$ cat src/rtl/attack_pkg.sv
// attack_pkg: attack IDs, FSM states, knockback table and control-word bit map shared by attack_engine
package attack_pkg;
  typedef enum logic [3:0] {
    ID_NONE, ID_SMASH_L, ID_SMASH_R, ID_SMASH_U, ID_SMASH_D, ID_JAB_L, ID_JAB_R,
    ID_NSP_L, ID_NSP_R, ID_SP_L, ID_SP_R, ID_SP_U, ID_SP_D
  } attack_id_e;
  typedef enum logic [1:0] {ST_IDLE, ST_STARTUP, ST_ACTIVE, ST_RECOVER} atk_state_e;
  typedef enum logic [1:0] {SH_READY, SH_UP, SH_COOL} shield_state_e;
  localparam int CTL_FACE_R  = 26;
  localparam int CTL_SMASH_L = 23;
  localparam int CTL_SMASH_R = 22;
  localparam int CTL_SMASH_U = 21;
  localparam int CTL_SMASH_D = 20;
  localparam int CTL_SHLD_HI = 19;
  localparam int CTL_SHLD_LO = 18;
  localparam int CTL_B       = 17;
  localparam int CTL_A       = 16;
  localparam int CTL_SX_HI   = 15;
  localparam int CTL_SX_LO   = 13;
  localparam int CTL_SY_HI   = 7;
  localparam int CTL_SY_LO   = 5;
  localparam logic [31:0] KB_TABLE [13] = '{
    32'h0000_0000,
    32'hF7FE_00A0, 32'h0800_00A0, 32'h0000_0800, 32'h0000_F7FE,
    32'hFFBE_0010, 32'h0040_0010,
    32'hFBFE_0080, 32'h0400_0080,
    32'hF7FE_00A0, 32'h0800_00A0, 32'h0000_0800, 32'h0000_F7FE
  };
  function automatic int min1(int v);
    return v < 1 ? 1 : v;
  endfunction
  // hitbox index: 0 L, 1 R, 2 U, 3 D
  function automatic logic [1:0] dir_of(attack_id_e id);
    return (id inside {ID_SMASH_R, ID_JAB_R, ID_NSP_R, ID_SP_R}) ? 2'd1 :
           (id inside {ID_SMASH_U, ID_SP_U}) ? 2'd2 :
           (id inside {ID_SMASH_D, ID_SP_D}) ? 2'd3 : 2'd0;
  endfunction
  function automatic logic [15:0] sat_double(logic [15:0] v);
    return (v[15] != v[14]) ? (v[15] ? 16'h8000 : 16'h7FFF) : {v[14:0], 1'b0};
  endfunction
endpackage

$ cat src/rtl/attack_engine_if.sv
// attack_engine_if: character geometry, controls and attack/shield results of one fighter
interface attack_engine_if #(parameter int COORD_W = 16);
  logic [2*COORD_W-1:0] char1pos, char1size, char2pos, char2size;
  logic [31:0] controls;
  logic opp_shield;
  logic [31:0] attack, knockback, movement;
  logic my_shield;
  modport master (output char1pos, char1size, char2pos, char2size, controls, opp_shield,
                  input attack, knockback, movement, my_shield);
  modport slave (input char1pos, char1size, char2pos, char2size, controls, opp_shield,
                 output attack, knockback, movement, my_shield);
endinterface

$ cat src/rtl/hitbox_overlap.sv
// hitbox_overlap: strict rectangle overlap of two {X,Y}-packed boxes; touching edges do not count
module hitbox_overlap #(parameter int COORD_W = 16) (
  input  logic [2*COORD_W-1:0] apos,
  input  logic [2*COORD_W-1:0] asize,
  input  logic [2*COORD_W-1:0] bpos,
  input  logic [2*COORD_W-1:0] bsize,
  output logic                 overlap
);
  localparam int E = COORD_W + 1;
  logic [COORD_W-1:0] ax, ay, aw, ah, bx, by, bw, bh;
  assign {ax, ay} = apos;
  assign {aw, ah} = asize;
  assign {bx, by} = bpos;
  assign {bw, bh} = bsize;
  // one extra bit keeps far edges from wrapping back below the near edge
  assign overlap = E'(ax) < E'(bx) + E'(bw) && E'(bx) < E'(ax) + E'(aw) &&
                   E'(ay) < E'(by) + E'(bh) && E'(by) < E'(ay) + E'(ah);
endmodule

$ cat src/rtl/attack_engine.sv
// attack_engine: attack/shield sequencer with hit detection; ATTACK_ENGINE_CHARGE_EN enables smash charging
module attack_engine import attack_pkg::*; #(
  parameter int COORD_W         = 16,
  parameter int STARTUP_CYC     = 4,
  parameter int LONG_CYC        = 16,
  parameter int SHORT_CYC       = 8,
  parameter int RECOVER_CYC     = 6,
  parameter int SHIELD_CYC      = 32,
  parameter int SHIELD_COOL_CYC = 16
`ifdef ATTACK_ENGINE_CHARGE_EN
  , parameter int CHARGE_CYC    = 32
`endif
) (
  input logic clock,
  input logic reset,
  attack_engine_if.slave bus
);
  localparam logic [15:0] SU_M1  = 16'(min1(STARTUP_CYC) - 1);
  localparam logic [15:0] LG_M1  = 16'(min1(LONG_CYC) - 1);
  localparam logic [15:0] JB_M1  = 16'(min1(SHORT_CYC) - 1);
  localparam logic [15:0] RC_M1  = 16'(min1(RECOVER_CYC) - 1);
  localparam logic [15:0] SC_M1  = 16'(min1(SHIELD_CYC) - 1);
  localparam logic [15:0] SCC_M1 = 16'(min1(SHIELD_COOL_CYC) - 1);
  atk_state_e st_q, st_d;
  shield_state_e sh_q, sh_d;
  attack_id_e id_q, id_d, sel_id;
  logic [15:0] cnt_q, cnt_d, sh_cnt_q, sh_cnt_d;
  logic landed_q, landed_d, hit_q, hit_d;
  logic [31:0] kb_q, kb_d, kb_val, c;
  logic det, sreq, atk_go, sh_go, startup_done, act_done;
  logic xl, xr, yd, yu, nf, face, a, b;
  logic [12:1] req;
  logic [3:0] ov;
  logic [COORD_W-1:0] x, y, w, h;
  logic [2*COORD_W-1:0] hb_pos [4];
  logic [2*COORD_W-1:0] hb_size;
  logic unused_ctl;
  assign c = bus.controls;
  assign unused_ctl = ^{c[31:27], c[25:24], c[12:8], c[4:0]};
  assign {x, y} = bus.char1pos;
  assign {w, h} = bus.char1size;
  assign hb_size = {w >> 1, h >> 1};
  assign hb_pos[0] = {x - (w >> 1), y + (h >> 2)};
  assign hb_pos[1] = {x + w, y + (h >> 2)};
  assign hb_pos[2] = {x + (w >> 2), y + h};
  assign hb_pos[3] = {x + (w >> 2), y - (h >> 2)};
  for (genvar d = 0; d < 4; d++) begin : g_hb
    hitbox_overlap #(.COORD_W(COORD_W)) u_ov (
      .apos(hb_pos[d]), .asize(hb_size), .bpos(bus.char2pos), .bsize(bus.char2size), .overlap(ov[d])
    );
  end
  assign xr = &c[CTL_SX_HI:CTL_SX_LO];
  assign xl = ~|c[CTL_SX_HI:CTL_SX_LO];
  assign yu = &c[CTL_SY_HI:CTL_SY_LO];
  assign yd = ~|c[CTL_SY_HI:CTL_SY_LO];
  assign nf = !(xr || xl || yu || yd);
  assign face = c[CTL_FACE_R];
  assign a = c[CTL_A];
  assign b = c[CTL_B];
  assign req = {b & yd, b & yu, b & xr, b & xl, b & nf & face, b & nf & !face, a & face, a & !face,
                c[CTL_SMASH_D], c[CTL_SMASH_U], c[CTL_SMASH_R], c[CTL_SMASH_L]};
  always_comb begin
    sel_id = ID_NONE;
    for (int i = 12; i >= 1; i--) if (req[i]) sel_id = attack_id_e'(i[3:0]);
  end
  assign sreq = |c[CTL_SHLD_HI:CTL_SHLD_LO];
  assign atk_go = st_q == ST_IDLE && sh_q != SH_UP && !sreq && sel_id != ID_NONE;
  assign sh_go = st_q == ST_IDLE && sh_q == SH_READY && sreq;
  assign act_done = cnt_q >= ((id_q == ID_JAB_L || id_q == ID_JAB_R) ? JB_M1 : LG_M1);
  assign det = st_q == ST_ACTIVE && ov[dir_of(id_q)] && !bus.opp_shield && !landed_q;
`ifdef ATTACK_ENGINE_CHARGE_EN
  localparam logic [15:0] CH_M1 = 16'(min1(STARTUP_CYC) + min1(CHARGE_CYC) - 1);
  logic charged_q, charged_d, hold;
  assign hold = (id_q == ID_SMASH_L && c[CTL_SMASH_L]) || (id_q == ID_SMASH_R && c[CTL_SMASH_R]) ||
                (id_q == ID_SMASH_U && c[CTL_SMASH_U]) || (id_q == ID_SMASH_D && c[CTL_SMASH_D]);
  assign startup_done = cnt_q >= SU_M1 && (!hold || cnt_q >= CH_M1);
  assign charged_d = st_q == ST_STARTUP ? cnt_q >= CH_M1 : charged_q;
  assign kb_val = charged_q ? {sat_double(KB_TABLE[id_q][31:16]), sat_double(KB_TABLE[id_q][15:0])}
                            : KB_TABLE[id_q];
`else
  assign startup_done = cnt_q >= SU_M1;
  assign kb_val = KB_TABLE[id_q];
`endif
  always_ff @(posedge clock or posedge reset)
    if (reset) begin
      st_q <= ST_IDLE;
      sh_q <= SH_READY;
      id_q <= ID_NONE;
      cnt_q <= '0;
      sh_cnt_q <= '0;
      landed_q <= 1'b0;
      hit_q <= 1'b0;
      kb_q <= '0;
`ifdef ATTACK_ENGINE_CHARGE_EN
      charged_q <= 1'b0;
`endif
    end else begin
      st_q <= st_d;
      sh_q <= sh_d;
      id_q <= id_d;
      cnt_q <= cnt_d;
      sh_cnt_q <= sh_cnt_d;
      landed_q <= landed_d;
      hit_q <= hit_d;
      kb_q <= kb_d;
`ifdef ATTACK_ENGINE_CHARGE_EN
      charged_q <= charged_d;
`endif
    end
  always_comb begin
    st_d = st_q;
    id_d = id_q;
    cnt_d = (cnt_q == '1) ? cnt_q : cnt_q + 16'd1;
    landed_d = landed_q | det;
    hit_d = det;
    kb_d = det ? kb_val : kb_q;
    sh_d = sh_q;
    sh_cnt_d = (sh_cnt_q == '1) ? sh_cnt_q : sh_cnt_q + 16'd1;
    case (st_q)
      ST_IDLE:    if (atk_go) begin st_d = ST_STARTUP; id_d = sel_id; cnt_d = '0; landed_d = 1'b0; end
      ST_STARTUP: if (startup_done) begin st_d = ST_ACTIVE; cnt_d = '0; end
      ST_ACTIVE:  if (act_done) begin st_d = ST_RECOVER; cnt_d = '0; end
      default:    if (cnt_q >= RC_M1) begin st_d = ST_IDLE; id_d = ID_NONE; cnt_d = '0; end
    endcase
    case (sh_q)
      SH_READY: if (sh_go) begin sh_d = SH_UP; sh_cnt_d = '0; end
      SH_UP:    if (!sreq || sh_cnt_q >= SC_M1) begin sh_d = SH_COOL; sh_cnt_d = '0; end
      SH_COOL:  if (sh_cnt_q >= SCC_M1) begin sh_d = SH_READY; sh_cnt_d = '0; end
      default:  sh_d = SH_READY;
    endcase
  end
  always_comb begin
    bus.attack = {24'd0, st_q != ST_IDLE, st_q, id_q, hit_q};
    bus.knockback = kb_q;
    bus.movement = (st_q == ST_ACTIVE && id_q == ID_SP_U) ? 32'h0000_7F00 : 32'd0;
    bus.my_shield = sh_q == SH_UP;
  end
endmodule

$ cat src/flat_wrapper.sv
// flat-port wrapper written by rule: the top's interface ports become plain ports
module attack_engine_flat import attack_pkg::*;
#(
  parameter int COORD_W         = 16,
  parameter int STARTUP_CYC     = 4,
  parameter int LONG_CYC        = 16,
  parameter int SHORT_CYC       = 8,
  parameter int RECOVER_CYC     = 6,
  parameter int SHIELD_CYC      = 32,
  parameter int SHIELD_COOL_CYC = 16

)
  (clock, reset, bus_char1pos, bus_char1size, bus_char2pos, bus_char2size, bus_controls, bus_opp_shield, bus_attack, bus_knockback, bus_movement, bus_my_shield);
  attack_engine_if #(.COORD_W(COORD_W)) bus_i ();
  input logic clock;
  input logic reset;
  input wire logic [$bits(bus_i.char1pos)-1:0] bus_char1pos;
  input wire logic [$bits(bus_i.char1size)-1:0] bus_char1size;
  input wire logic [$bits(bus_i.char2pos)-1:0] bus_char2pos;
  input wire logic [$bits(bus_i.char2size)-1:0] bus_char2size;
  input wire logic [$bits(bus_i.controls)-1:0] bus_controls;
  input wire logic [$bits(bus_i.opp_shield)-1:0] bus_opp_shield;
  output wire logic [$bits(bus_i.attack)-1:0] bus_attack;
  output wire logic [$bits(bus_i.knockback)-1:0] bus_knockback;
  output wire logic [$bits(bus_i.movement)-1:0] bus_movement;
  output wire logic [$bits(bus_i.my_shield)-1:0] bus_my_shield;
  assign bus_i.char1pos = bus_char1pos;
  assign bus_i.char1size = bus_char1size;
  assign bus_i.char2pos = bus_char2pos;
  assign bus_i.char2size = bus_char2size;
  assign bus_i.controls = bus_controls;
  assign bus_i.opp_shield = bus_opp_shield;
  assign bus_attack = bus_i.attack;
  assign bus_knockback = bus_i.knockback;
  assign bus_movement = bus_i.movement;
  assign bus_my_shield = bus_i.my_shield;
  attack_engine #(.COORD_W(COORD_W), .STARTUP_CYC(STARTUP_CYC), .LONG_CYC(LONG_CYC), .SHORT_CYC(SHORT_CYC), .RECOVER_CYC(RECOVER_CYC), .SHIELD_CYC(SHIELD_CYC), .SHIELD_COOL_CYC(SHIELD_COOL_CYC)) u_core (.clock(clock), .reset(reset), .bus(bus_i));
endmodule
$ cat config.mk
export PLATFORM = sky130hd
export DESIGN_NAME = attack_engine_flat
export DESIGN_NICKNAME = d
export VERILOG_FILES = /design/src/rtl/attack_pkg.sv /design/src/rtl/attack_engine_if.sv /design/src/rtl/hitbox_overlap.sv /design/src/rtl/attack_engine.sv /design/src/flat_wrapper.sv
export SDC_FILE = /design/constraint.sdc
export NUM_CORES = 1
export LEC_CHECK = 0
export ABC_AREA = 0
export CORE_ASPECT_RATIO = 0.8
export CORE_MARGIN = 2
export CORE_UTILIZATION = 61
export DETAILED_ROUTE_END_ITERATION = 16
export HOLD_SLACK_MARGIN = 0.15
export PLACE_DENSITY = 0.89
export RECOVER_POWER = 25
export SLEW_MARGIN = 20
export SYNTH_ARGS = -nofsm -noshare
export SYNTH_HDL_FRONTEND = slang
export SYNTH_SLANG_ARGS = --single-unit
$ cat constraint.sdc
create_clock -name clock -period 6.67 [get_ports clock]
set_clock_uncertainty 0.1 [all_clocks]
set_input_delay 1.0005 -clock clock [delete_from_list [all_inputs] [get_ports clock]]
set_output_delay 1.0005 -clock clock [all_outputs]
set_load 0.02 [all_outputs]
Word-level counts from Yosys, hierarchy flattened
Memory sizes are Yosys's and may differ from the RTL's. A register that Yosys moved wholly into a read port is not among the register bits.
Cells that the tools add are included.
{"block": "word_totals", "rom_bits": 512, "mem_count": 1, "regBits": 42, "inputBits": 163}
{"memory": "(name not given)", "words": 16, "word_bits": 32, "rd": 1, "rd_clocked_by_memory_dff": 1, "write_ports": 0, "line_no": "attack_engine.sv:82", "rtl": "assign kb_val = KB_TABLE[id_q];"}
{"block": "op_classes", "n_eq_ne": 22, "n_lt_le_gt_ge": 18, "reduce_logical": 50, "n_bitwise": 12, "add_sub_neg": 16, "mux": 44}
{"operator": "$lt A16 B17 Y1", "count": 12}
{"operator": "$mux W16", "count": 9}
{"operator": "$add A16 B15 Y17", "count": 6}
{"operator": "$pmux W16 S3", "count": 2}
{"operator": "$mux W4", "count": 15}
{"operator": "$add A16 B16 Y17", "count": 2}
{"operator": "$add A16 B1 Y16 const B", "count": 2}
{"operator": "$add A16 B14 Y16", "count": 2}
{"operator": "$add A16 B16 Y16", "count": 2}
{"operator": "$eq A16 B16 Y1 const B", "count": 2}
{"operator": "$logic_and A1 B1 Y1", "count": 20}
{"operator": "$mux W2", "count": 10}
{"operator": "$eq A4 B4 Y1 const B", "count": 4}
{"operator": "$ge A16 B16 Y1", "count": 1}
{"operator": "$ge A16 B2 Y1 const B", "count": 1}
{"operator": "$ge A16 B3 Y1 const B", "count": 1}
{"operator": "$ge A16 B4 Y1 const B", "count": 1}
{"operator": "$ge A16 B5 Y1 const B", "count": 1}
{"operator": "$sub A16 B14 Y16", "count": 1}
{"operator": "$sub A16 B15 Y16", "count": 1}
{"operator": "$mux W15", "count": 1}
{"operator": "$ne A2 B1 Y1 const B", "count": 7}
{"operator": "$eq A4 B3 Y1 const B", "count": 3}
{"operator": "$pmux W2 S3", "count": 2}
{"operator": "other kinds (20)", "count": 54}

Logic depth before layout (Yosys ltp)
Gate-level depths: netlist of run 1.
{"block": "logic_depth", "word_depth": 20, "depth_mapped": 31}

Cells and area by module
Synthesis of run 1 repeated with hierarchy kept, for this count alone.
{"block": "unflattened", "cells_unflattened": 3040, "area_unflattened_um2": 23701.5}
{"module": "attack_engine", "n_inst": 1, "cells_per_inst": 995, "seq_area_each_um2": 1276.2, "area_each_um2": 7732.4}
{"module": "hitbox_overlap at u_core.g_hb[3].u_ov", "n_inst": 1, "cells_per_inst": 541, "seq_area_each_um2": 0.0, "area_each_um2": 4154.0}
{"module": "hitbox_overlap at u_core.g_hb[0].u_ov", "n_inst": 1, "cells_per_inst": 501, "seq_area_each_um2": 0.0, "area_each_um2": 3990.1}
{"module": "hitbox_overlap at u_core.g_hb[2].u_ov", "n_inst": 1, "cells_per_inst": 507, "seq_area_each_um2": 0.0, "area_each_um2": 3953.8}
{"module": "hitbox_overlap at u_core.g_hb[1].u_ov", "n_inst": 1, "cells_per_inst": 496, "seq_area_each_um2": 0.0, "area_each_um2": 3871.2}

Least setup slack after synthesis of run 1
Ideal clock, no wire load.
{"block": "synth_path", "path_kind": "input-to-reg", "start": "input port bus_char1pos[16]", "end": "register u_core.kb_q[11], in the netlist u_core.bus.knockback[11]", "n_path_buf": 1, "arrival_ns": 5.868, "stages": 29, "path_slack_ns": 0.577, "path_cell_list": "inv_1 > ha_1 > fa_1 > nor2b_1 > o21ai_0 > a21boi_0 > o21ai_0 > a21boi_0 > nor2_1 > ha_1 > nor3_1 > o21ai_0 > a31o_2 > a31oi_2 > o21bai_1 > nand2_1 > nand2_1 > a21oi_1 > xor2_1 > ha_1 > a2111o_1 > o22ai_1 > a21oi_1 > o211ai_1 > a32oi_1 > o22ai_2 > nor2b_4 > buf_12 > mux2_4"}
{"block": "synth_via", "elab_chain_len": 11, "elab_cells_between_ends": 28, "classes_between": "add/sub: 6; order compare: 6; mux: 2; reduce/logical: 14"}
{"item": "start, declared", "line_no": "flat_wrapper.sv:17", "rtl": "input wire logic [$bits(bus_i.char1pos)-1:0] bus_char1pos;"}
{"item": "$sub A16 B15 Y16 (tied with other cells)", "line_no": "attack_engine.sv:43", "rtl": "assign hb_pos[0] = {x - (w >> 1), y + (h >> 2)};"}
{"item": "$add A16 B15 Y17", "line_no": "hitbox_overlap.sv:16", "rtl": "assign overlap = E'(ax) < E'(bx) + E'(bw) && E'(bx) < E'(ax) + E'(aw) &&"}
{"item": "$lt A16 B17 Y1", "line_no": "hitbox_overlap.sv:16"}
{"item": "$logic_and A1 B1 Y1 (2 in a row)", "line_no": "hitbox_overlap.sv:16"}
{"item": "$logic_and A1 B1 Y1", "line_no": "hitbox_overlap.sv:17", "rtl": "E'(ay) < E'(by) + E'(bh) && E'(by) < E'(ay) + E'(ah);"}
{"item": "$bmux W1 S2 *", "line_no": "attack_engine.sv:70", "rtl": "assign det = st_q == ST_ACTIVE && ov[dir_of(id_q)] && !bus.opp_shield && !landed_q;"}
{"item": "$mux W1 (not written as such) *", "line_no": "attack_engine.sv:70"}
{"item": "$logic_and A1 B1 Y1 * (3 in a row)", "line_no": "attack_engine.sv:70"}
{"item": "via u_core.det", "line_no": "attack_engine.sv:30", "rtl": "logic det, sreq, atk_go, sh_go, startup_done, act_done;"}
{"item": "end, declared", "line_no": "attack_engine.sv:29", "rtl": "logic [31:0] kb_q, kb_d, kb_val, c;"}
The timed path passes the listed nets; every way through them passes the cells marked *. The select of a mux whose other input is x is not followed.
A chain may end at the register's enable or synchronous reset.

Worst setup path in the final report of run 1
{"block": "layout_path", "start": "input port bus_char1size[16]", "end": "register u_core.kb_q[30], in the netlist u_core.bus.knockback[30]"}
{"block": "layout_via", "elab_chain_len": 11, "elab_cells_between_ends": 12, "classes_between": "add/sub: 2; order compare: 2; mux: 2; reduce/logical: 6"}
{"item": "start, declared", "line_no": "flat_wrapper.sv:18", "rtl": "input wire logic [$bits(bus_i.char1size)-1:0] bus_char1size;"}
{"item": "$add A16 B16 Y16 *", "line_no": "attack_engine.sv:44", "rtl": "assign hb_pos[1] = {x + w, y + (h >> 2)};"}
{"item": "$add A16 B15 Y17", "line_no": "hitbox_overlap.sv:16"}
{"item": "$lt A16 B17 Y1", "line_no": "hitbox_overlap.sv:16"}
{"item": "$logic_and A1 B1 Y1 * (2 in a row)", "line_no": "hitbox_overlap.sv:16"}
{"item": "$logic_and A1 B1 Y1 *", "line_no": "hitbox_overlap.sv:17"}
{"item": "$bmux W1 S2 *", "line_no": "attack_engine.sv:70"}
{"item": "$mux W1 (not written as such) *", "line_no": "attack_engine.sv:70"}
{"item": "$logic_and A1 B1 Y1 * (3 in a row)", "line_no": "attack_engine.sv:70"}
Mark *: on every way between the ends. The rest lies on a longest branch, timed or not. The select of a mux whose other input is x is not followed.

==> results.md, run 1 <==
- Warning count from the yosys run: 0
- Maximum number of pins on one net before global-route repair: 52
- Post-Route WL: 50.83 mm
- Residual antenna-violating net count after detailed routing: 0
- Upper clock frequency limit: 0.1523 GHz
- Combinational group share of total power: 84.5%
- Number of global-route vias before repair: 16730
- Shortest clock period the worst path allows after layout: 6.568 ns
- Net Switching: 2.368 mW
- Required time at the worst-slack endpoint: 6.76 ns
- Input/output buffers: 191
- First-pass iteration count of the detailed router: 6
- Worst min path class: flop to flop
- Final clock period utilization by the worst path: 98.47%
- Clock slew at the register clock pins of the worst setup and hold paths: 0.07 ns
- Total die area: 28190 µm²
- CTS Buf Count: 5
- Starting utilization of the core area: 62.22%
- # fillers: 1780
- Seq pwr share: 9.2%
- Async SR Flop Fraction: 100.0%
- Average wire per cell in the routed design: 17.94 µm
- HPWL after DPL: 41.87 mm
- Clock net sink count: 51
- Post-synthesis cell type with the largest combined area: sky130_fd_sc_hd__ha_1
- Synthesized flop and latch total: 51
- PD cells: 230.0 nW/µm²
- Number of standard cells in the layout, taps in and fillers out: 2834
- Part of the total power dissipated in the clock network: 6.3%
- Cell count after synthesis: 2070
- Clk root buf: sky130_fd_sc_hd__clkbuf_16
- Setup TNS: 0 ns
- Number of placed cells counting well taps: 2806
- Clk buf depth: 2
- Insertion delay to the later sink of the worst-skew pair: 0.30 ns
- Distinct cell type count of the synthesized netlist: 83
- Total via count after detailed routing: 17400
- Count of max-cap constraint violations: 1
- Gpl congestion: 0.9474
- I/O pin cnt: 260
- Cell Area, Synth: 16380 µm²
- CP Capture Type: flop
- Cell row count: 53
- Die X: 187.2 µm
- Slew @ Worst Pin: 2.238 ns
- Depth of the CTS H-tree: 2
- Core region area: 26330 µm²
- Syn Area/Cell: 7.913 µm²
- Net count of the finished layout: 3058
- Top FF cell, synth: sky130_fd_sc_hd__dfrtp_1
- First-pass GRT wire length: 78.60 mm
- Critical setup path kind: primary input to flop
- Internal power consumption: 2.453 mW
- Total design power: 4.821 mW
- Net switching share of the total power: 49.12%
- Antenna violations before repair: 1
- Depth of the worst register-to-register path: 10
- Top-area cell type share of the netlist area: 31.09%
- Kind of launch point of the worst setup path: primary input
- Leakage power of the design: 10.20 nW
- Final Slew Violations: 52
- Result of the run: finished with violations
- GRT Resource Usage Total: 33.60%
- Fraction of layout instances using a drive strength above 1: 16.69%
- Clock tree from TritonCTS: built
- Largest fanout on the critical path: 5
- Slowest cell on the critical path: sky130_fd_sc_hd__clkdlybuf4s50_1
- Largest vdd supply drop: 0.1278 mV
- Final number of hold-violating endpoints: 0
- Top area cells in the synthesized netlist: sky130_fd_sc_hd__ha_1 (31%), sky130_fd_sc_hd__dfrtp_1 (7.8%), sky130_fd_sc_hd__a21oi_1 (6.4%)
- Total grt overflow: 0
- Slack of the worst reg-to-reg path: 3.76 ns
- Cell count of the worst hold path: 1
- Vias per cell: 6.138
- Critical path arrival: 6.65 ns
- Violations in the final reports: capacitance limit, slew limit
- Die Y: 150.6 µm
- Violation count after the first detailed-routing iteration: 1132
- Number of enable-type register cells in the synthesized netlist: 0
- Layout area overhead: 27.94%
- Final-report setup violation count: 0
- CP peak stage delay: 0.46 ns
- Post-synthesis sequential area ratio: 7.792%
- Worst-case headroom to the max-slew limit: -50.01%
- Post-route DRC violation count: 0
power by group through the flow:
| stage | clock network [mW] | registers (mW) | logic, mW |
|---|---|---|---|
| after detailed placement | 0 | 0.448 | 3.76 |
| after global placement | 0 | 0.440 | 3.57 |
| after global routing | 0.318 | 0.453 | 4.45 |
| after floorplan | 0 | 0.458 | 2.50 |
| after CTS | 0.305 | 0.443 | 3.82 |
| final | 0.303 | 0.445 | 4.07 |
path summary, 6_finish.rpt:
path | from | end
worst min-delay path | u_core.bus.knockback[11] | u_core.bus.knockback[11]
min in group asynchronous | reset | u_core.sh_cnt_q[15]
max in group asynchronous | reset | u_core.hit_q
worst min register to register | u_core.bus.knockback[11] | u_core.bus.knockback[11]
worst max register to register | u_core.id_q[1] | u_core.bus.knockback[30]
worst max-delay path | bus_char1size[16] | u_core.bus.knockback[30]
worst max-delay path, delay by kind of cell:
family | cells | cell delay (ns)
AOI/OAI and AO/OA | 14 | 2.36
adders and majority gates | 4 | 1.28
and+or+nand+nor | 5 | 0.77
buffers and inverters | 3 | 0.69
muxes | 1 | 0.29
xor gates and xnor gates | 2 | 0.26
cells by family (layout without fill, tap and decap cells):
logic type,after synthesis,after routing,share of synthesized area (%)
adders and majority gates,421,421,32.80
DFF,51,51,7.792
xor gates and xnor gates,192,192,10.27
other,1,53,0.02289
AOI/OAI and AO/OA,651,651,25.70
and+or+nand+nor,517,517,15.22
buffers and inverters,223,578,7.127
muxes,14,14,1.077
flip-flops by register name, indices dropped and copies added, names as in the netlist:
name and cells:
u_core.cnt_q 16, u_core.id_q 4, u_core.st_q 2, u_core.sh_q 2, u_core.landed_q 1, u_core.bus.knockback 9, u_core.sh_cnt_q 16, u_core.hit_q 1
repair_timing:
item                       CTS  global route
hold buffers                 0             0
pin swaps                    7            83
setup endpoints to repair    9            11
resized for setup           28           142
setup buffers                2            16
gates cloned                 0             1
metrics by stage:
stage | area (µm²) | worst slack [ns] | utilization (%) | hold slack, ns
floorplan | 16570 | 0.5771 | - | 0.4188
global placement | 20000 | -0.3578 | 75.99 | 0.4018
detailed placement | 20000 | -0.5498 | 75.99 | 0.4047
CTS | 20290 | 0.0007359 | 77.08 | 0.4278
global route | 20950 | -0.1467 | 79.59 | 0.4387
finish | 20960 | 0.1022 | 79.60 | 0.4270
synth_stat cells, drive strengths merged (14+ instances only):
master and count:
a211oi 22, a21o 71, a21oi 211, a31oi 14, buf 85, dfrtp 51
fa 14, ha 407, inv 127, nand2 103, nand2b 35, nand3 58
nand4 20, nor2 161, nor2b 37, nor3 37, o211ai 19, o21a 38
o21ai 131, o21bai 30, xnor2 112, xor2 80
per-layer routing:
metal  vias up  track usage [%]  wire [µm]
li1       8302                -          -
met1      8240            41.79      21370
met2       701            60.46      24450
met3       153            3.193       3080
met4         0            12.82       1936
met5         -                0          0
placed cells by master (no fill, tap or decap), types with 11 or more instances in the layout:
cell / n
sky130_fd_sc_hd__nand4_1: 20
sky130_fd_sc_hd__conb_1: 51
sky130_fd_sc_hd__o21ai_1: 19
sky130_fd_sc_hd__o21a_1: 38
sky130_fd_sc_hd__o211ai_1: 19
sky130_fd_sc_hd__a21oi_2: 32
sky130_fd_sc_hd__or3_1: 11
sky130_fd_sc_hd__ha_1: 395
sky130_fd_sc_hd__buf_4: 248
sky130_fd_sc_hd__clkdlybuf4s50_1: 182
sky130_fd_sc_hd__nand3_1: 57
sky130_fd_sc_hd__nor3_1: 33
sky130_fd_sc_hd__xnor2_2: 12
sky130_fd_sc_hd__a211oi_1: 18
sky130_fd_sc_hd__xor2_1: 77
sky130_fd_sc_hd__a21o_1: 71
sky130_fd_sc_hd__xnor2_1: 100
sky130_fd_sc_hd__inv_1: 124
sky130_fd_sc_hd__nand2_1: 100
sky130_fd_sc_hd__a21oi_1: 179
sky130_fd_sc_hd__o21ai_2: 13
sky130_fd_sc_hd__nand2b_1: 35
sky130_fd_sc_hd__nor2_1: 157
sky130_fd_sc_hd__o21bai_1: 29
sky130_fd_sc_hd__dfrtp_1: 51
sky130_fd_sc_hd__o21ai_0: 98
sky130_fd_sc_hd__nor2b_1: 32
sky130_fd_sc_hd__a31oi_1: 12
sky130_fd_sc_hd__and3_1: 12
final cells by class:
| type | count | area (µm²) | area share [%] |
|---|---|---|---|
| Multi-Input combinational cell | 1846 | 14720 | 70.22 |
| Inverter | 127 | 478.0 | 2.281 |
| Clock inverter | 2 | 35.03 | 0.1672 |
| Clock buffer | 6 | 138.9 | 0.6627 |
| Sequential cell | 51 | 1276 | 6.090 |
| Timing Repair Buffer | 443 | 3861 | 18.43 |
| Antenna cell | 2 | 5.005 | 0.02388 |
| Tap cell | 357 | 446.7 | 2.131 |
(Power assumes the default switching activity.)
==> run 2: changes to the inputs <==
--- a/config.mk
+++ b/config.mk
@@ -8,12 +8,14 @@
 export ABC_AREA = 0
 export CORE_ASPECT_RATIO = 0.8
 export CORE_MARGIN = 2
-export CORE_UTILIZATION = 61
+export CORE_UTILIZATION = 65
 export DETAILED_ROUTE_END_ITERATION = 16
 export HOLD_SLACK_MARGIN = 0.15
-export PLACE_DENSITY = 0.89
+export MAX_ROUTING_LAYER = met4
+export PLACE_DENSITY = 0.9
 export RECOVER_POWER = 25
 export SLEW_MARGIN = 20
 export SYNTH_ARGS = -nofsm -noshare
 export SYNTH_HDL_FRONTEND = slang
+export SYNTH_HIERARCHICAL = 1
 export SYNTH_SLANG_ARGS = --single-unit
==> results.md, run 2 <==
- Result of the run: did not finish
- Stopped at: global routing
- Run-stopping error: [ERROR GRT-0116] Global routing finished with congestion. Check the congestion regions in the DRC Viewer.
- Post-synthesis cell type with the largest combined area: sky130_fd_sc_hd__ha_1
- GRT Resource Usage Total: 68.41%
- Clk buf depth: 2
- Clk root buf: sky130_fd_sc_hd__clkbuf_16
- Clock net sink count: 51
- Top FF cell, synth: sky130_fd_sc_hd__dfrtp_1
- Starting utilization of the core area: 65.99%
- CTS Buf Count: 5
- I/O pin cnt: 260
- Hold-fix buffer count after cts: 0
- Number of enable-type register cells in the synthesized netlist: 0
- Synthesized flop and latch total: 51
- Most common cell in the netlist: sky130_fd_sc_hd__ha_1
- Total grt overflow: 46
- Cell row count: 62
- Cell Area, Synth: 23700 µm²
- Depth of the CTS H-tree: 2
- Die Y: 174.8 µm
- First-pass GRT wire length: 195.8 mm
- Top post-synthesis cells by count: sky130_fd_sc_hd__ha_1 (597), sky130_fd_sc_hd__a21oi_1 (309), sky130_fd_sc_hd__nor2_1 (215)
- Top-area cell type share of the netlist area: 31.52%
- Gpl congestion: 1.043
- Number of placed cells counting well taps: 4248
- Top area cells in the synthesized netlist: sky130_fd_sc_hd__ha_1 (32%), sky130_fd_sc_hd__a21oi_1 (6.5%), sky130_fd_sc_hd__xnor2_1 (5.7%)
- Distinct cell type count of the synthesized netlist: 100
- Syn Area/Cell: 7.797 µm²
- Cell count after synthesis: 3040
- Input/output buffers: 191
- Number of global-route vias before repair: 35510
- Post-synthesis sequential area ratio: 5.385%
- HPWL after DPL: 73.68 mm
- Async SR Flop Fraction: 100.0%
- Maximum number of pins on one net before global-route repair: 52
- Die X: 217.5 µm
- Warning count from the yosys run: 6
-- run 2: cell count changes after synthesis, sizes merged, moves of 39 or more --
cell,before,now
nor3,37,81
nand2,103,180
xor2,80,131
o21ai,131,170
nor2,161,216
xnor2,112,154
a21oi,211,314
ha,407,597
inv,127,176
a21o,71,110
-- run 2: metal layers --
layer  overflow  GRT usage (%)
met1          2          66.77
met2         21          86.54
met3          0          49.71
met4         23          64.44
met5          -              -
-- run 2: cells by family after synthesis --
| kind of cell | share of synthesized area (%) |
|---|---|
| AO/OA/AOI/OAI | 26.60 |
| XOR/XNOR | 10.53 |
| adder cells (fa/ha/maj) | 33.37 |
| buffers and inverters | 5.474 |
| flip-flops | 5.385 |
| multiplexers | 0.9872 |
| other | 0.01582 |
| AND/OR/NAND/NOR | 17.63 |
-- run 2: what timing repair did --
action                     CTS
gates resized for setup    317
hold endpoints to repair     0
cloned                       1
setup endpoints to repair   11
pin swaps                  155
buffers inserted            63
-- run 2: stage by stage --
stage / setup TNS, ns / area [µm²] / hold WS, ns / setup WS, ns
floorplan: 0 / 23920 / 0.3648 / 0.03235
CTS: -0.4577 / 31590 / 0.4219 / -0.07261
detailed placement: -13.78 / 30060 / 0.4037 / -1.362
global placement: -8.928 / 30060 / 0.3752 / -0.9114
==> run 3: changes to the inputs <==
--- a/config.mk
+++ b/config.mk
@@ -6,13 +6,10 @@
 export NUM_CORES = 1
 export LEC_CHECK = 0
 export ABC_AREA = 0
-export CORE_ASPECT_RATIO = 0.8
 export CORE_MARGIN = 2
-export CORE_UTILIZATION = 65
+export CORE_UTILIZATION = 40
 export DETAILED_ROUTE_END_ITERATION = 16
-export HOLD_SLACK_MARGIN = 0.15
-export MAX_ROUTING_LAYER = met4
-export PLACE_DENSITY = 0.9
+export PLACE_DENSITY_LB_ADDON = 0.15
 export RECOVER_POWER = 25
 export SLEW_MARGIN = 20
 export SYNTH_ARGS = -nofsm -noshare
==> results.md, run 3 <==
- Result of the run: finished with violations
- Violations in the final reports: capacitance limit, slew limit, setup timing
- Worst-case headroom to the max-slew limit: -50.64%
- PD cells: 209.0 nW/µm²
- Upper clock frequency limit: 0.1463 GHz
- Clock tree from TritonCTS: built
- First-pass iteration count of the detailed router: 5
- Leading cell type in the layout, fill and taps excluded: sky130_fd_sc_hd__buf_4
- CTS Buf Count: 5
- Async SR Flop Fraction: 100.0%
- Number of global-route vias before repair: 27170
- Leakage power of the design: 16.72 nW
- Hold-fix buffer count after cts: 0
- Part of the total power dissipated in the clock network: 3.8%
- Internal power consumption: 3.640 mW
- Violation count after the first detailed-routing iteration: 926
- Syn Area/Cell: 7.797 µm²
- Net switching share of the total power: 48.31%
- Input/output buffers: 191
- Count of max-cap constraint violations: 1
- Cell Area, Synth: 23700 µm²
- Depth of the CTS H-tree: 2
- Kind of launch point of the worst setup path: primary input
- Distinct cell type count of the synthesized netlist: 100
- Total via count after detailed routing: 26380
- Post-Route WL: 85.99 mm
- Total die area: 61220 µm²
- Slowest cell on the critical path: sky130_fd_sc_hd__a311o_1
- Slew @ Worst Pin: 2.247 ns
- Final Slew Violations: 52
- Top post-synthesis cells by count: sky130_fd_sc_hd__ha_1 (597), sky130_fd_sc_hd__a21oi_1 (309), sky130_fd_sc_hd__nor2_1 (215)
- HPWL after DPL: 74.29 mm
- RR Startpoint: u_core/id_q[0]
- Final Util: 57.30%
- Top FF cell, synth: sky130_fd_sc_hd__dfrtp_1
- Final-report setup violation count: 9
- Count of buffering cells on the critical path with inverters included: 6
- Final number of hold-violating endpoints: 0
- Critical path's top delay family: compound AO/OA/AOI/OAI gates
- Post-route DRC violation count: 0
- Antenna violations before repair: 0
- Diode insertion count for antenna repair: 0
- Commonest non-fill, non-tap cells in the layout: sky130_fd_sc_hd__buf_4 (830), sky130_fd_sc_hd__ha_1 (574), sky130_fd_sc_hd__a21oi_1 (277)
- Number of enable-type register cells in the synthesized netlist: 0
- Crit. Startpoint: bus_char1size[2]
- Seq pwr share: 6.3%
- Residual antenna-violating net count after detailed routing: 0
- Setup TNS: -1.276 ns
- Largest vdd supply drop: 0.1281 mV
- Clk buf depth: 2
- Cell count after synthesis: 3040
- Total grt overflow: 0
- Vias per cell: 5.471
- Net count of the finished layout: 4830
- Final clock period utilization by the worst path: 102.5%
- Die Y: 247.4 µm
- Maximum number of pins on one net before global-route repair: 52
- Top-area cell type share of the netlist area: 31.52%
- CP Capture Type: flop
- Largest fanout on the critical path: 5
- CP peak stage delay: 0.39 ns
- Insertion delay to the later sink of the worst-skew pair: 0.29 ns
- Post-synthesis cell type with the largest combined area: sky130_fd_sc_hd__ha_1
- Die X: 247.4 µm
- # fillers: 5440
- Hold path startpoint: u_core/bus.knockback[27]
- Post-synthesis sequential area ratio: 5.385%
- Total cell area at the placement stage: 32110 µm²
- Critical setup path kind: primary input to flop
- Tightest hold margin: 0.4239 ns
- First-pass GRT wire length: 134.2 mm
- Synthesized flop and latch total: 51
- Fraction of layout instances using a drive strength above 1: 27.29%
- I/O pin cnt: 260
- Average wire per cell in the routed design: 17.83 µm
- Starting utilization of the core area: 40.31%
- Layout area overhead: 42.15%
- Smallest setup slack after layout: -0.1655 ns
- Gpl congestion: 0.9333
- Cell row count: 89
- Most common cell in the netlist: sky130_fd_sc_hd__ha_1
- Worst min path class: flop to flop
- Clk root buf: sky130_fd_sc_hd__clkbuf_16
- Setup repair after global routing missed its margin: true
- Clock net sink count: 51
- Required time at the worst-slack endpoint: 6.74 ns
- GRT Resource Usage Total: 27.17%
- Clock slew at the register clock pins of the worst setup and hold paths: 0.06 ns
- Warning count from the yosys run: 6
- Most Frequent Cell on Critical Path: sky130_fd_sc_hd__buf_4
- Core region area: 58800 µm²
- Net Switching: 3.401 mW
- Critical path arrival: 6.91 ns
- Design area: 33690 µm²
- Top area cells in the synthesized netlist: sky130_fd_sc_hd__ha_1 (32%), sky130_fd_sc_hd__a21oi_1 (6.5%), sky130_fd_sc_hd__xnor2_1 (5.7%)
- Shortest clock period the worst path allows after layout: 6.835 ns
- Combinational group share of total power: 89.9%
run 3: cell counts after synthesis:
Identical to the previous run, type by type.
run 3: routing by layer:
metal | wire length [µm] | GRT usage (%) | share of wire [%]
met1 | 35980 | 31.75 | 42
met2 | 44300 | 52.29 | 52
met3 | 2235 | 0.8110 | 2.6
met4 | 3482 | 9.968 | 4.0
met5 | 0 | 0 | 0
run 3: what timing repair did:
item                       in CTS  in global routing
pin swaps                      82                112
setup endpoints to repair      11                 11
gates cloned                    1                  0
resized for setup             195                149
buffers inserted               25                 28
run 3: cell families after synthesis:
group	after synthesis	synth area share (%)
AO/OA/AOI/OAI	969	26.60
XOR/XNOR	285	10.53
adder cells (fa/ha/maj)	619	33.37
buffers and inverters	263	5.474
flip-flops	51	5.385
multiplexers	22	0.9872
other	1	0.01582
AND/OR/NAND/NOR	830	17.63
run 3: power by group through the flow:
stage / combinational (mW) / clock, mW / sequential (mW)
2_1_floorplan: 3.46 / 0 / 0.465
3_3_place_gp: 5.72 / 0 / 0.443
3_5_place_dp: 5.88 / 0 / 0.448
4_1_cts: 6.09 / 0.273 / 0.445
5_1_grt: 6.98 / 0.288 / 0.456
6_report: 6.33 / 0.267 / 0.444
run 3: worst paths after layout:
check	cells after the start	endpoint	slack, ns
max in group asynchronous	2	u_core/bus.knockback[15]	3.78
worst max-delay path	31	u_core/bus.knockback[22]	-0.17
worst min register to register	1	u_core/bus.knockback[27]	0.42
min in group asynchronous	2	u_core/sh_cnt_q[4]	1.67
worst max register to register	10	u_core/cnt_q[14]	4.01
worst min-delay path	1	u_core/bus.knockback[27]	0.42
run 3: final cells by class:
| cell class | instances | area [µm²] | share of cell area, % |
|---|---|---|---|
| timing repair buffer | 1030 | 8245 | 24.47 |
| inverter | 176 | 666.9 | 1.979 |
| clock buffer | 8 | 156.4 | 0.4642 |
| multi-input combinational | 2784 | 22380 | 66.43 |
| sequential | 51 | 1276 | 3.788 |
| tap | 773 | 967.2 | 2.871 |
run 3: worst register-to-register path, stage by stage, from the launching register on:
cell,delay (ns)
sky130_fd_sc_hd__dfrtp_1,0.51
sky130_fd_sc_hd__inv_1,0.11
sky130_fd_sc_hd__ha_1,0.24
sky130_fd_sc_hd__o21a_1,0.18
sky130_fd_sc_hd__ha_1,0.16
sky130_fd_sc_hd__nand2b_1,0.15
sky130_fd_sc_hd__a21oi_1,0.13
sky130_fd_sc_hd__o21bai_1,0.15
sky130_fd_sc_hd__o21a_1,0.17
sky130_fd_sc_hd__mux2_2,0.41
sky130_fd_sc_hd__a211oi_1,0.26
run 3: through the flow:
step | instances | setup slack [ns] | power, mW
after global placement | 4767 | -1.583 | 6.158
after CTS | 4799 | -0.2910 | 6.807
after global routing | 4822 | -0.4482 | 7.724
after detailed placement | 4767 | -1.694 | 6.332
after floorplan | 3098 | 0.03235 | 3.921
final | 4822 | -0.1655 | 7.041
